<file path="config.mk">
export PLATFORM = sky130hd
export DESIGN_NAME = vga_capture
export DESIGN_NICKNAME = d
export VERILOG_FILES = /design/src/rtl/vga_capture.sv
export SDC_FILE = /design/constraint.sdc
export NUM_CORES = 1
export LEC_CHECK = 0
export ABC_AREA = 1
export CORE_MARGIN = 8
export CORE_UTILIZATION = 56
export CTS_CLUSTER_DIAMETER = 80
export DETAILED_ROUTE_END_ITERATION = 8
export GPL_ROUTABILITY_DRIVEN = 0
export GPL_TIMING_DRIVEN = 0
export HOLD_SLACK_MARGIN = 0.15
export MAX_ROUTING_LAYER = met4
export PLACE_DENSITY = 0.8
export SLEW_MARGIN = 20
export SYNTH_ARGS = -nofsm -noshare
export SYNTH_HDL_FRONTEND = slang
export SYNTH_SLANG_ARGS = --single-unit
</file>
<file path="constraint.sdc">
create_clock -name clk -period 3.47 [get_ports clk]
set_clock_uncertainty 0.15 [all_clocks]
set_input_delay 0.694 -clock clk [delete_from_list [all_inputs] [get_ports clk]]
set_output_delay 0.694 -clock clk [all_outputs]
set_load 0.03 [all_outputs]
</file>
<file path="src/rtl/vga_capture.sv">
// Locks onto a synchronous VGA stream and down-samples the visible area into 8x8 9-bit tiles.
// Latency: we/WA/WV one cycle after the sample cycle; locked/frame_done one cycle after the sync edge.
// Backpressure: none, the stream is never stalled. Macro VGA_CAPTURE_ERRCNT_EN enables the error counter.
module vga_capture #(
    parameter int H_TOTAL      = 1041,
    parameter int V_TOTAL      = 667,
    parameter int H_ACTIVE_OFS = 184,
    parameter int H_ACTIVE     = 799,
    parameter int V_ACTIVE_OFS = 29,
    parameter int V_ACTIVE     = 599
) (
    input  logic       clk,
    input  logic       rst_n,
    input  logic       h_sync,
    input  logic       v_sync,
    input  logic [3:0] r,
    input  logic [3:0] g,
    input  logic [3:0] b,
    output logic       we,
    output logic [5:0] WA,
    output logic [8:0] WV,
    output logic       locked,
    output logic       frame_done,
    output logic [7:0] err_cnt
);

    localparam logic [10:0] COL_LAST  = 11'(H_TOTAL - 1);
    localparam logic [10:0] LINE_LAST = 11'(V_TOTAL - 1);
    localparam logic [10:0] H_OFS     = 11'(H_ACTIVE_OFS);
    localparam logic [10:0] V_OFS     = 11'(V_ACTIVE_OFS);
    localparam logic [10:0] H_ACT     = 11'(H_ACTIVE);
    localparam logic [10:0] V_ACT     = 11'(V_ACTIVE);
    localparam logic [10:0] TILE_SPAN = 11'd512;

    typedef enum logic [1:0] {
        IDLE    = 2'd0,
        MEASURE = 2'd1,
        LOCKED  = 2'd2
    } state_t;

    state_t      state_q, state_d;
    logic        h_sync_q, v_sync_q;
    logic [10:0] col_q, col_d;
    logic [10:0] line_q, line_d;
    logic        skip_q, skip_d;
    logic        we_q, we_d;
    logic [5:0]  wa_q, wa_d;
    logic [8:0]  wv_q, wv_d;
    logic        locked_q, locked_d;
    logic        frame_done_q, frame_done_d;

    logic        h_rise, v_rise;
    logic [10:0] line_base;
    logic [10:0] px, py;
    logic        checking, line_fail, frame_fail, any_fail, sample;
    logic        unused_lsb;

    assign unused_lsb = ^{r[0], g[0], b[0]};

    always_comb begin
        h_rise = h_sync & ~h_sync_q;
        v_rise = v_sync & ~v_sync_q;

        // col_d/line_d are the coordinates of the current cycle; the _q copies hold the previous cycle.
        col_d     = h_rise ? 11'd0 : ((col_q == 11'h7FF) ? col_q : col_q + 11'd1);
        line_base = v_rise ? 11'h7FF : line_q;
        line_d    = h_rise ? line_base + 11'd1 : line_base;
        px        = col_d - H_OFS;
        py        = line_d - V_OFS;

        checking   = (state_q != IDLE);
        line_fail  = checking && h_rise && !skip_q && (col_q != COL_LAST);
        frame_fail = checking && v_rise && (line_q != LINE_LAST);
        any_fail   = line_fail || frame_fail;

        state_d = state_q;
        case (state_q)
            IDLE:    if (v_rise) state_d = MEASURE;
            MEASURE: begin
                if (any_fail)    state_d = IDLE;
                else if (v_rise) state_d = LOCKED;
            end
            LOCKED:  if (any_fail) state_d = IDLE;
            default: state_d = IDLE;
        endcase

        // The column count before the first line start after acquisition is meaningless.
        if (state_q == IDLE && v_rise) skip_d = 1'b1;
        else if (h_rise)               skip_d = 1'b0;
        else                           skip_d = skip_q;

        sample = (state_q == LOCKED) && !any_fail
              && (col_d >= H_OFS) && (px < TILE_SPAN) && (px < H_ACT) && (px[5:0] == 6'd32)
              && (line_d >= V_OFS) && (py < TILE_SPAN) && (py < V_ACT) && (py[5:0] == 6'd32);

        we_d         = sample;
        wa_d         = sample ? {px[8:6], py[8:6]} : wa_q;
        wv_d         = sample ? {r[3:1], g[3:1], b[3:1]} : wv_q;
        locked_d     = (state_d == LOCKED);
        frame_done_d = v_rise && (state_d == LOCKED);
    end

    always_ff @(posedge clk or negedge rst_n) begin
        if (!rst_n) begin
            state_q      <= IDLE;
            h_sync_q     <= 1'b0;
            v_sync_q     <= 1'b0;
            col_q        <= 11'd0;
            line_q       <= 11'h7FF;
            skip_q       <= 1'b0;
            we_q         <= 1'b0;
            wa_q         <= 6'd0;
            wv_q         <= 9'd0;
            locked_q     <= 1'b0;
            frame_done_q <= 1'b0;
        end else begin
            state_q      <= state_d;
            h_sync_q     <= h_sync;
            v_sync_q     <= v_sync;
            col_q        <= col_d;
            line_q       <= line_d;
            skip_q       <= skip_d;
            we_q         <= we_d;
            wa_q         <= wa_d;
            wv_q         <= wv_d;
            locked_q     <= locked_d;
            frame_done_q <= frame_done_d;
        end
    end

    assign we         = we_q;
    assign WA         = wa_q;
    assign WV         = wv_q;
    assign locked     = locked_q;
    assign frame_done = frame_done_q;

`ifdef VGA_CAPTURE_ERRCNT_EN
    logic [7:0] err_q, err_d;

    // A line and frame failure in the same cycle count as one event.
    always_comb begin
        err_d = (any_fail && (err_q != 8'hFF)) ? err_q + 8'd1 : err_q;
    end

    always_ff @(posedge clk or negedge rst_n) begin
        if (!rst_n) err_q <= 8'd0;
        else        err_q <= err_d;
    end

    assign err_cnt = err_q;
`else
    assign err_cnt = 8'd0;
`endif

endmodule
</file>
After elaboration in Yosys (flattened, before gate mapping)
Cells that the tools add are included.
{"block": "classes", "addsub": 4, "magnitude_cmp": 6, "eq_ne": 8, "n_mux": 11, "n_bitwise": 4, "n_reduce_logical": 22}
{"op": "$lt 11x10->1 const B", "count": 4}
{"op": "$mux 11", "count": 4}
{"op": "$add 11x1->11 const B", "count": 2}
{"op": "$logic_and 1x1->1", "count": 16}
{"op": "$eq 6x6->1 const B", "count": 2}
{"op": "$eq 11x11->1 const B", "count": 1}
{"op": "$ge 11x5->1 const B", "count": 1}
{"op": "$ge 11x8->1 const B", "count": 1}
{"op": "$ne 11x10->1 const B", "count": 1}
{"op": "$ne 11x11->1 const B", "count": 1}
{"op": "$sub 11x5->11 const B", "count": 1}
{"op": "$sub 11x8->11 const B", "count": 1}
{"op": "$mux 2", "count": 4}
{"op": "$pmux 2 s3", "count": 1}
{"op": "$eq 2x2->1 const B", "count": 2}
{"op": "$reduce_bool 2->1", "count": 2}
{"op": "$and 1x1->1", "count": 2}
{"op": "$eq 2x1->1 const B", "count": 1}
{"op": "$logic_not 1->1", "count": 2}
{"op": "$logic_not 2->1", "count": 1}
{"op": "$mux 1", "count": 2}
{"op": "$not 1->1", "count": 2}
{"op": "$logic_or 1x1->1", "count": 1}
{"block": "totals", "register_bits": 45, "out_inout_bits": 26}

Longest topological paths before layout
{"block": "depth", "depth_word": 16, "depth_mapped": 25, "depth_no_buf": 23}

Worst setup path before layout
OpenSTA, ideal clock, no wires.
{"block": "synth_timing", "path_type": "input to register", "startpoint": "in v_sync", "endpoint": "reg wa_q[2], in the netlist WA[2]", "arrival_time_ns": 2.763, "required_ns": 3.203, "setup_slack_ns": 0.440, "cell_stages": 19, "path_cell_list": "nand2_4 buf_12 nand2_4 ha_1 inv_1 nand2_1 nand2_1 ha_1 nor2_2 nand3_1 nor2_1 nor2_1 nand3_1 nor2_1 nor3_4 nand3_4 buf_6 nand2_1 nand2_1"}
{"block": "synth_between", "elab_chain_len": 14, "word_cells_on_any_way": 22, "classes_between": "2 x add/sub; 3 x order compare; 1 x eq/ne; 2 x mux; 1 x bitwise; 13 x reduce/logical"}
{"item": "start, declared", "line": "15", "source": "input logic v_sync,"}
{"item": "$and 1x1->1 (*)", "line": "62", "source": "v_rise = v_sync & ~v_sync_q;"}
{"item": "parallel branches: the longest is 13 deep, another holds $add 11x1->11"}
{"item": "end signal, assigned", "line": "124", "source": "wa_q <= wa_d;"}
{"item": "end, declared", "line": "47", "source": "logic [5:0] wa_q, wa_d;"}
Mark *: on every way between the ends.
A chain may end at the register's enable or synchronous reset.

Final worst setup path
{"block": "layout_timing", "startpoint": "reg col_q[0]", "endpoint": "reg wv_q[0], in the netlist WV[0]"}
{"block": "layout_between", "word_cells_on_any_way": 22, "classes_between": "2 x add/sub; 3 x order compare; 3 x eq/ne; 2 x mux; 12 x reduce/logical"}
{"item": "start, declared", "line": "43", "source": "logic [10:0] col_q, col_d;"}
{"item": "start signal, assigned", "line": "120", "source": "col_q <= col_d;"}
{"item": "$add 11x1->11 / $eq 11x11->1 (equally long branches)", "line": "65", "source": "col_d = h_rise ? 11'd0 : ((col_q == 11'h7FF) ? col_q : col_q + 11'd1);"}
{"item": "$mux 11 (*) (2 in series)", "line": "65"}
{"item": "via col_d[3]", "line": "43"}
{"item": "$sub 11x8->11 / $ge 11x8->1 (equally long branches)", "line": "68, 93"}
{"item": "$lt 11x10->1 / $logic_and 1x1->1 (equally long branches)", "line": "93", "source": "&& (col_d >= H_OFS) && (px < TILE_SPAN) && (px < H_ACT) && (px[5:0] == 6'd32)"}
{"item": "$logic_and 1x1->1 (2 in series)", "line": "93"}
{"item": "$logic_and 1x1->1 (*)", "line": "93"}
{"item": "$logic_and 1x1->1 (*) (4 in series)", "line": "94", "source": "&& (line_d >= V_OFS) && (py < TILE_SPAN) && (py < V_ACT) && (py[5:0] == 6'd32);"}
{"item": "via sample", "line": "55", "source": "logic checking, line_fail, frame_fail, any_fail, sample;"}
{"item": "end signal, assigned", "line": "125", "source": "wv_q <= wv_d;"}
{"item": "end, declared", "line": "48", "source": "logic [8:0] wv_q, wv_d;"}
The timed path passes the listed nets; every way through them passes the cells marked *.

==> implementation parameters <==
Parameter                              Value

Floorplanning
  Area enclosed by the die boundary    0.00831 mm^2
  Num rows    27
  Die Y    91.2 um
  Die extent in x    91.2 um
  Number of I/O pins    42
  Effective utilization at floorplan    0.578
  Standard cell core area    0.00547 mm^2

Timing
  Final setup violation count    0
  Count of endpoints failing hold in the final timing report    0
  Highest Clock Rate    316 MHz
  Total count of max-transition violations in the final report    0
  Fraction of the cycle the final worst path needs    0.912
  Final critical path time including I/O delays and setup    3.16 ns
  Max-slew headroom at the worst pin    0.650
  Slew at the pin closest to its max-slew limit    0.526 ns

Logic synthesis
  Yosys Warn Count    0
  Cells after Synth    406
  Syn Std Cell Area    0.00316 mm^2
  Seq cells post-synth    45
  Sequential share of the synthesized area    0.360
  Number of different library cells in the post-synthesis netlist    42
  Post-synthesis area per instance    7.79 um^2

Place
  Number of placed instances with taps included    516
  Half-perimeter wire length of the detailed placement result    5230 um
  Area of placed instances    0.00360 mm^2
  Number of I/O port buffers    30

Clock network
  Buffer levels on the longest clock path    2
  Number of buffers added by the clock tree synthesis step    5
  Clock Root Buffer    clkbuf_8
  Clock insertion delay at the later pin of the skew report    0.30 ns
  Clock H-tree levels    2
  Number of sinks on the clock net    45
  TritonCTS clock tree    yes
  Clock transition at the registers of the reported paths    0.09 ns

Cells and area
  Final Instance Count excl. Fillers    528
  Net count reported at finish    478
  Number of antenna diodes    0
  Area Growth Syn to Fin    18.9%
  Core utilization of the finished layout    0.687
  Layout filler cell count    442
  Layout Cell Area excl Fill    0.00376 mm^2
  Share of layout cells above drive strength 1    0.268

Detailed routing
  Number of remaining DRC errors    0
  Number of nets with antenna violations after detailed routing    0
  DR WL/cell    12.6 um
  Vias per cell    4.86
  Total number of vias    2566
  Final routed wirelength across all metal layers    6670 um
  Number of design-rule violations left by the first detailed-router iteration    118
  Pre-antenna DRT Iters    4

GRT
  Antenna violations before repair    0
  Grt total ovfl    0
  First-pass GRT wire length    11500 um
  Pin count of the biggest net entering global routing    25
  Vias in the first global route    2596
  Total global-route track usage    0.172

Pwr
  Total power    1.69 mW
  Leakage Power    1.95 nW
  Power per Cell Area    448 mW/mm^2
  Worst-case vdd ir drop    0.254 mV

Setup path
  CP Data Required Time    3.56 ns
  CP startpoint kind    register
  Endpoint kind of the worst setup timing path    register
  CP max FO    10
  Launch instance of the worst register-to-register path    col_q[0]
  Beginning of the critical path    col_q[0]
  CP arrival    3.25 ns
  Worst-case register-to-register setup slack    0.31 ns
  WS Path Type    register to register

Job
  Max capacitance violation total    0

Worst hold path
  Worst hold-check path type    primary input to async pin

Outcome
  Result of the run    finished, final reports clean
## state kept, by name, summed over array words and instances (netlist names)
signal / cells
frame_done: 1
v_sync_q: 1
h_sync_q: 1
skip_q: 1
locked: 1
WV: 9
WA: 6
state_q: 2
line_q: 11
we: 1
col_q: 11
## cells in the final DEF (no fill, tap or decap), types with 7 or more instances in the layout
cell             Yosys  routed
inv_1               56      56
buf_4                8      11
nor2_1              26      26
xor2_1               8       8
dfrtp_1             34      34
inv_2               12      12
nand4_1              9       9
clkdlybuf4s50_1      0      27
nand2_1            100      99
conb_1               1       8
nand2_2             32      33
nand2_4              7       7
nand3_1             28      28
o21ai_0              9       9
dfstp_2             11      11
## worst max-delay path, stage by stage (launching register included)
cell and delay, ns:
dfrtp_1 0.41, ha_1 0.24, nand2_1 0.10, nor2_4 0.16
nand3_4 0.17, a21oi_4 0.25, inv_1 0.07, ha_1 0.27
and3_1 0.15, nand2_1 0.05, nor2_1 0.11, nand4_1 0.10
nor2_1 0.13, nand3_1 0.12, nor2_4 0.14, nand3_4 0.13
inv_4 0.10, buf_12 0.13, nand2_2 0.05, nand2_1 0.06
## cell type report
type,count,area [um^2],area share
Multi-Input combinational cell,285,1670,0.444
Sequential cell,45,1140,0.303
Inverter,70,265,0.0705
Tap cell,72,90.1,0.0240
Buffer,13,130,0.0346
Timing Repair Buffer,35,370,0.0985
Clock buffer,7,86.3,0.0230
Clock inverter,1,7.51,0.00200
## metrics by stage
step	TNS [ns]	worst slack [ns]	hold slack [ns]
after floorplan	0	0.440	0.248
after global placement	-4.04	-0.305	0.311
after detailed placement	-4.83	-0.364	0.315
after CTS	0	0.0130	0.226
after global routing	-0.00267	-0.00267	0.237
final	0	0.307	0.214
## logic make-up after synthesis
family	share of synthesized area
AOI/OAI and AO/OA	0.0609
xor gates and xnor gates	0.0277
adders and majority gates	0.0277
buffers and inverters	0.124
DFF	0.360
other	0.00119
and+or+nand+nor	0.398
## Yosys cell counts (all sizes together)
cell type,n,area (um^2)
clkinv,1,3.75
nand2,140,674
ha,7,87.6
a32o,2,20.0
buf,12,123
xor2,8,70.1
inv,69,262
o21ai,13,87.6
and3,1,6.26
or2,2,12.5
nand4,9,56.3
xnor2,2,17.5
nand3b,3,22.5
dfstp,11,289
o21bai,1,11.3
nor2,36,199
conb,1,3.75
o31ai,2,15.0
nand3,36,235
dfrtp,34,851
nor3,6,46.3
clkbuf,1,3.75
a21oi,8,58.8
nor3b,1,7.51
## final timing paths
check | end | depth (start not counted)
setup reg to reg | WV[0] | 19
max in group asynchronous | line_q[8] | 2
hold / removal | WV[1] | 1
min in group clk | WV[7] | 2
setup / recovery | WV[0] | 19
hold reg to reg | WV[7] | 2
## power by group
group          internal (mW)  total [mW]  switching (mW)
clock network          0.162       0.338           0.176
registers              0.623       0.673          0.0501
logic                  0.237       0.675           0.438
## layer usage
layer	GRT usage	wire length (um)	vias to the layer above
met5	-	0	-
met4	0.0573	112	0
met3	0.0329	163	9
met2	0.297	3450	33
met1	0.195	2940	1185
li1	-	-	1339
## repair_timing
action	in CTS	in global routing
endpoints found under the setup margin	10	16
setup buffers	3	1
hold buffers	0	0
pin swaps	2	5
hold endpoints to repair	0	0
resized for setup	2	7
Note: power is estimated with default switching activity, not from simulation.
